$ cat src/rtl/freq_meter_pkg.sv
// Shared types and constants for the frequency meter and the clock-divider blocks.
package freq_meter_pkg;

  typedef enum logic [1:0] {
    ST_IDLE  = 2'd0,
    ST_COUNT = 2'd1,
    ST_DONE  = 2'd2
  } fm_state_t;

  localparam int SYS_CLK_HZ          = 100000000;
  localparam int DEFAULT_GATE_CYCLES = 100000000;
  localparam int DEFAULT_CNT_W       = 16;

endpackage

$ cat src/rtl/sig_edge_sync.sv
// Two-flop synchronizer plus rising-edge pulse for an asynchronous input.
// Reusable for buttons and other slow asynchronous signals.
module sig_edge_sync (
  input  logic clk,
  input  logic rst,
  input  logic sig_in,
  output logic rise
);

  logic sync1_q, sync1_d;
  logic sync2_q, sync2_d;
  logic prev_q, prev_d;

  // Shift the input through the synchronizer and keep the previous sample.
  always_comb begin
    sync1_d = sig_in;
    sync2_d = sync1_q;
    prev_d  = sync2_q;
  end

  // Synchronizer and history flops.
  always_ff @(posedge clk) begin
    if (rst) begin
      sync1_q <= 1'b0;
      sync2_q <= 1'b0;
      prev_q  <= 1'b0;
    end else begin
      sync1_q <= sync1_d;
      sync2_q <= sync2_d;
      prev_q  <= prev_d;
    end
  end

  assign rise = sync2_q & ~prev_q;

endmodule

$ cat src/rtl/freq_meter.sv
// Gated rising-edge counter: counts SIG edges over GATE_CYCLES clocks and publishes FREQ.
// Define FREQ_METER_OVF_EN for a saturating edge counter with a sticky OVF flag.
module freq_meter
  import freq_meter_pkg::*;
#(
  parameter int GATE_CYCLES = DEFAULT_GATE_CYCLES,
  parameter int CNT_W       = DEFAULT_CNT_W
) (
  input  logic             CK,
  input  logic             RST,
  input  logic             EN,
  input  logic             SIG,
  output logic [CNT_W-1:0] FREQ,
  output logic             VALID,
  output logic             OVF,
  output logic             BUSY
);

  localparam int                GATE_W    = $clog2(GATE_CYCLES);
  localparam logic [GATE_W-1:0] GATE_LAST = GATE_W'(GATE_CYCLES - 1);

  fm_state_t         state_q, state_d;
  logic [GATE_W-1:0] gate_q, gate_d;
  logic [CNT_W-1:0]  edge_q, edge_d;
  logic [CNT_W-1:0]  freq_q, freq_d;
  logic              valid_q, valid_d;
  logic              busy_q, busy_d;
  logic              rise;
`ifdef FREQ_METER_OVF_EN
  logic              sat_q, sat_d;
  logic              ovf_q, ovf_d;
`endif

  sig_edge_sync u_sync (
    .clk    (CK),
    .rst    (RST),
    .sig_in (SIG),
    .rise   (rise)
  );

  // Next-state, counter and output-register logic.
  always_comb begin
    state_d = state_q;
    gate_d  = gate_q;
    edge_d  = edge_q;
    freq_d  = freq_q;
    valid_d = 1'b0;
`ifdef FREQ_METER_OVF_EN
    sat_d   = sat_q;
    ovf_d   = ovf_q;
`endif
    case (state_q)
      ST_IDLE: begin
        gate_d = '0;
        edge_d = '0;
`ifdef FREQ_METER_OVF_EN
        sat_d  = 1'b0;
`endif
        if (EN) begin
          state_d = ST_COUNT;
        end else begin
          state_d = ST_IDLE;
        end
      end
      ST_COUNT: begin
        if (!EN) begin
          state_d = ST_IDLE;
          gate_d  = '0;
          edge_d  = '0;
        end else begin
          gate_d = gate_q + GATE_W'(1);
          if (rise) begin
`ifdef FREQ_METER_OVF_EN
            if (edge_q == {CNT_W{1'b1}}) begin
              sat_d = 1'b1;
            end else begin
              edge_d = edge_q + CNT_W'(1);
            end
`else
            edge_d = edge_q + CNT_W'(1);
`endif
          end else begin
            edge_d = edge_q;
          end
          // The edge seen in the last gate cycle is already folded into edge_d.
          if (gate_q == GATE_LAST) begin
            state_d = ST_DONE;
            freq_d  = edge_d;
            valid_d = 1'b1;
`ifdef FREQ_METER_OVF_EN
            ovf_d   = sat_d;
`endif
          end else begin
            state_d = ST_COUNT;
          end
        end
      end
      ST_DONE: begin
        gate_d = '0;
        edge_d = '0;
`ifdef FREQ_METER_OVF_EN
        sat_d  = 1'b0;
`endif
        if (EN) begin
          state_d = ST_COUNT;
        end else begin
          state_d = ST_IDLE;
        end
      end
      default: begin
        state_d = ST_IDLE;
        gate_d  = '0;
        edge_d  = '0;
      end
    endcase
    busy_d = (state_d == ST_COUNT);
  end

  // State, counters and registered outputs.
  always_ff @(posedge CK) begin
    if (RST) begin
      state_q <= ST_IDLE;
      gate_q  <= '0;
      edge_q  <= '0;
      freq_q  <= '0;
      valid_q <= 1'b0;
      busy_q  <= 1'b0;
`ifdef FREQ_METER_OVF_EN
      sat_q   <= 1'b0;
      ovf_q   <= 1'b0;
`endif
    end else begin
      state_q <= state_d;
      gate_q  <= gate_d;
      edge_q  <= edge_d;
      freq_q  <= freq_d;
      valid_q <= valid_d;
      busy_q  <= busy_d;
`ifdef FREQ_METER_OVF_EN
      sat_q   <= sat_d;
      ovf_q   <= ovf_d;
`endif
    end
  end

  assign FREQ  = freq_q;
  assign VALID = valid_q;
  assign BUSY  = busy_q;
`ifdef FREQ_METER_OVF_EN
  assign OVF   = ovf_q;
`else
  assign OVF   = 1'b0;
`endif

endmodule
$ cat config.mk
export PLATFORM = sky130hd
export DESIGN_NAME = freq_meter
export DESIGN_NICKNAME = d
export VERILOG_FILES = /design/src/rtl/freq_meter_pkg.sv /design/src/rtl/sig_edge_sync.sv /design/src/rtl/freq_meter.sv
export SDC_FILE = /design/constraint.sdc
export NUM_CORES = 1
export LEC_CHECK = 0
export CORE_UTILIZATION = 55
export DETAILED_ROUTE_END_ITERATION = 10
export PLACE_DENSITY = 0.76
export SYNTH_ARGS = -nofsm -noshare
export SYNTH_HDL_FRONTEND = slang
export SYNTH_SLANG_ARGS = --single-unit
$ cat constraint.sdc
create_clock -name CK -period 2.87 [get_ports CK]
set_clock_uncertainty 0.15 [all_clocks]
set_input_delay 0.574 -clock CK [delete_from_list [all_inputs] [get_ports CK]]
set_output_delay 0.574 -clock CK [all_outputs]
set_load 0.005 [all_outputs]
==> run_results.csv <==
group,metric,value,unit
outcome,run_status,"finished, final reports clean",
clock_network,cts.sinks,66,
route,antenna_left,0,
setup_path,cp_max_fo,25,
setup_path,critical_path.startpoint,"gate_q[0]",
sta,min_period,2230,ps
global_route,grt_pass1_vias,1961,
layout,nNetsFinal,324,
synth,synth-seq-cells,66,
clock_network,cts_setup_buffers,0,
route,vias_per_cell,5.28,
synth,synth_top_area_cell,"dfxtp_1",
sta,fin_crit_sh,0.776,
synth,synth_edf_count,0,
layout,fin_util,0.672,
placement,io_buffers,21,
clock_network,clk_latency,340,ps
clock_network,path_clk_slew,60,ps
clock_network,cts_made_buffers,9,
synth,synth_area_per_cell,9.47,um2
synth,syn_inst,296,
clock_network,postCtsHoldBufs,0,
pwr,p_seq_frac,0.543,
placement,gp_congestion,0.722,
route,drt-initial-drc-count,114,
pwr,peakVddDrop,394,uV
pwr,power_density,525,mW/mm2
setup_path,timing.rr.start,"gate_q[0]",
layout,design_area,0.00324,mm2
setup_path,critPathKind,"register to register",
synth,synth_top_area_frac,0.471,
clock_network,clockRootBuffer,"clkbuf_8",
pwr,p_int,1.35,mW
pwr,sw_frac_of_total,0.206,
route,dr.pass1.iters,4,
placement,post-dp-hpwl,3370,um
floorplanning,boundaryPins,23,
setup_path,worstSetupEndpoint,"FREQ[5]",
global_route,antenna_found_initial,0,
synth,synth_async_sr_flop_share,0,
sta,worst_pin_slew,520,ps
clock_network,cts_tree,"built",
clock_network,cts_resized,0,
pwr,leakagePower,1.00,nW
sta,relSlewSlack,0.651,
synth,ys_warn_count,0,
layout,antenna_cells,0,
setup_path,reg2reg_to,"FREQ[5]",
pwr,power_frac_clock,0.443,
global_route,grt_usage,0.212,
sta,rsz0062_at_grt,"false",
floorplanning,rows,25,
global_route,overflow,0,
placement,place_area,0.00305,mm2
pwr,power,1.70,mW
setup_path,cp_slowest_stage_delay,370,ps
global_route,grt_max_degree,31,
sta,hold_violations,0,
route,drcViolationCount,0,
sta,drv_slew,0,
setup_path,required,3000,ps
floorplanning,dieArea,0.00539,mm2
setup_path,cp.arrival,2360,ps
layout,areaGrowthSynthToFinish,15.4,%
clock_network,cts_max_path_buffers,2,
floorplanning,dieHeight,73.4,um
global_route,grt_pass1_wl,8520,um
floorplanning,start_util,0.582,
synth,netlist_area,0.00280,mm2
synth,synth.net_count,302,
route,routed_wl,4990,um
pwr,power.switching,351,uW
route,via_count,2053,
sta,setup_viol,0,
setup_path,slowest_stage,"dfxtp_1",
floorplanning,coreArea,0.00482,mm2
sta,max_freq,449,MHz
layout,layout-drive-gt1-share,0.124,
floorplanning,die_width,73.4,um
route,avgRoutedWirePerCell,12.8,um
setup_path,reg2reg_setup_slack,640,ps
synth,ys_dominant_reg_cell,"dfxtp_1",
setup_path,r2r_cells,7,
flow_run,drv_cap,0,
sta,tns,0,ps
layout,n_fill_cell,425,
setup_path,start_kind,"register",
setup_path,cp-end-kind,"register",
pwr,pwr-share-comb,0.014,
clock_network,htree_num_levels,3,
synth,synth.area.top_cells,"dfxtp_1 47%, nor2_1 6.4%, xnor2_1 6.3%",
min_path,timing.hold.worst.class,"register to register",
synth,synth_cell_types,41,
setup_path,crit_chain,"ha_1 > and3_1 > nand3_2 > nor4_4 > buf_12 > mux2i_1 > nor2b_4",
synth,ys_seq_area_frac,0.471,
==> sequential cells by signal, indices dropped and copies added, names as in the netlist <==
register / cells
gate_q: 27
BUSY: 1
state_q: 2
u_sync.prev_q: 1
FREQ: 16
edge_q: 16
VALID: 1
u_sync.sync1_q: 1
u_sync.prev_d: 1
==> routing by layer <==
metal  global-route usage  vias up  part of all wire
met4                0.147        0             0.012
li1                     -     1040                 -
met5                    0        -                 0
met2                0.356       30              0.49
met1                0.240      976              0.46
met3               0.0466        7             0.037
==> power groups by stage <==
stage          logic [mW]  clock network (mW)  registers [mW]
5_1_grt            0.0269               0.798           0.921
3_5_place_dp       0.0249                   0           0.942
4_1_cts            0.0249               0.764           0.921
3_3_place_gp       0.0247                   0           0.942
6_report           0.0246               0.752           0.921
2_1_floorplan      0.0166                   0           0.942
==> cells by family (layout without fill, tap and decap cells) <==
family / Yosys count / after routing / synth area share
buffers and inverters: 23 / 49 / 0.0424
other: 1 / 1 / 0.00134
and+or+nand+nor: 140 / 140 / 0.278
xor gates and xnor gates: 34 / 34 / 0.106
adders and majority gates: 2 / 2 / 0.00893
DFF: 66 / 66 / 0.471
AOI/OAI and AO/OA: 22 / 22 / 0.0634
muxes: 8 / 8 / 0.0286
==> worst max-delay path, delay by kind of cell (launching register included) <==
kind	cells	cell delay, ps
AND/OR/NAND/NOR	4	1000
adder cells (fa/ha/maj)	1	200
buffers and inverters	1	230
flip-flops	1	370
multiplexers	1	210
==> cell usage in the layout (no fill, tap or decap), types with 3 or more instances in the layout <==
master,count
nor2_1,48
inv_1,10
a21oi_1,6
or3_1,5
nor2_2,4
clkdlybuf4s50_1,21
clkbuf_8,10
nand4_1,10
o21ai_0,7
nor3_1,10
xnor2_1,20
dfxtp_1,66
nor4_1,3
and3_1,5
xor2_1,14
a211oi_2,9
nand3_1,12
nand2_1,13
mux2i_1,8
nor2b_1,11
==> metrics by stage <==
step	hold slack, ps	cells	setup WS [ps]
2_1_floorplan	264	296	694
3_3_place_gp	272	374	539
3_5_place_dp	270	374	494
4_1_cts	285	389	628
5_1_grt	307	389	519
6_report	284	389	643
==> synth_stat cells, drive strengths merged, types with 6 or more instances <==
cell type  count
nand3         13
nor3          10
inv           10
or3            6
xnor2         20
xor2          14
nand4         11
a211oi         9
nor2b         12
and3           6
clkbuf         8
a21oi          6
o21ai          7
mux2i          8
nand2         13
nor2          52
dfxtp         66
==> worst min-delay path by stage <==
stage,start,to,slack (ps),depth (start not counted)
after floorplan,u_sync.sync1_q,u_sync.prev_d,260,1
after global routing,u_sync.sync1_q,u_sync.prev_d,310,1
final,u_sync.sync1_q,u_sync.prev_d,280,1
after CTS,u_sync.sync1_q,u_sync.prev_d,280,1
after detailed placement,u_sync.sync1_q,u_sync.prev_d,270,1
after global placement,u_sync.sync1_q,u_sync.prev_d,270,1
==> cell type report <==
cell class              count  area [um2]  share of cell area
clock buffers              12         145              0.0449
clock inverters             3        40.0              0.0124
inverters                  10        37.5              0.0116
multi-input cells         207        1360               0.421
flip-flops and latches     66        1320               0.408
well taps                  67        83.8              0.0259
repair buffers             24         245              0.0758
No activity file was read; power rests on OpenSTA's default activity.
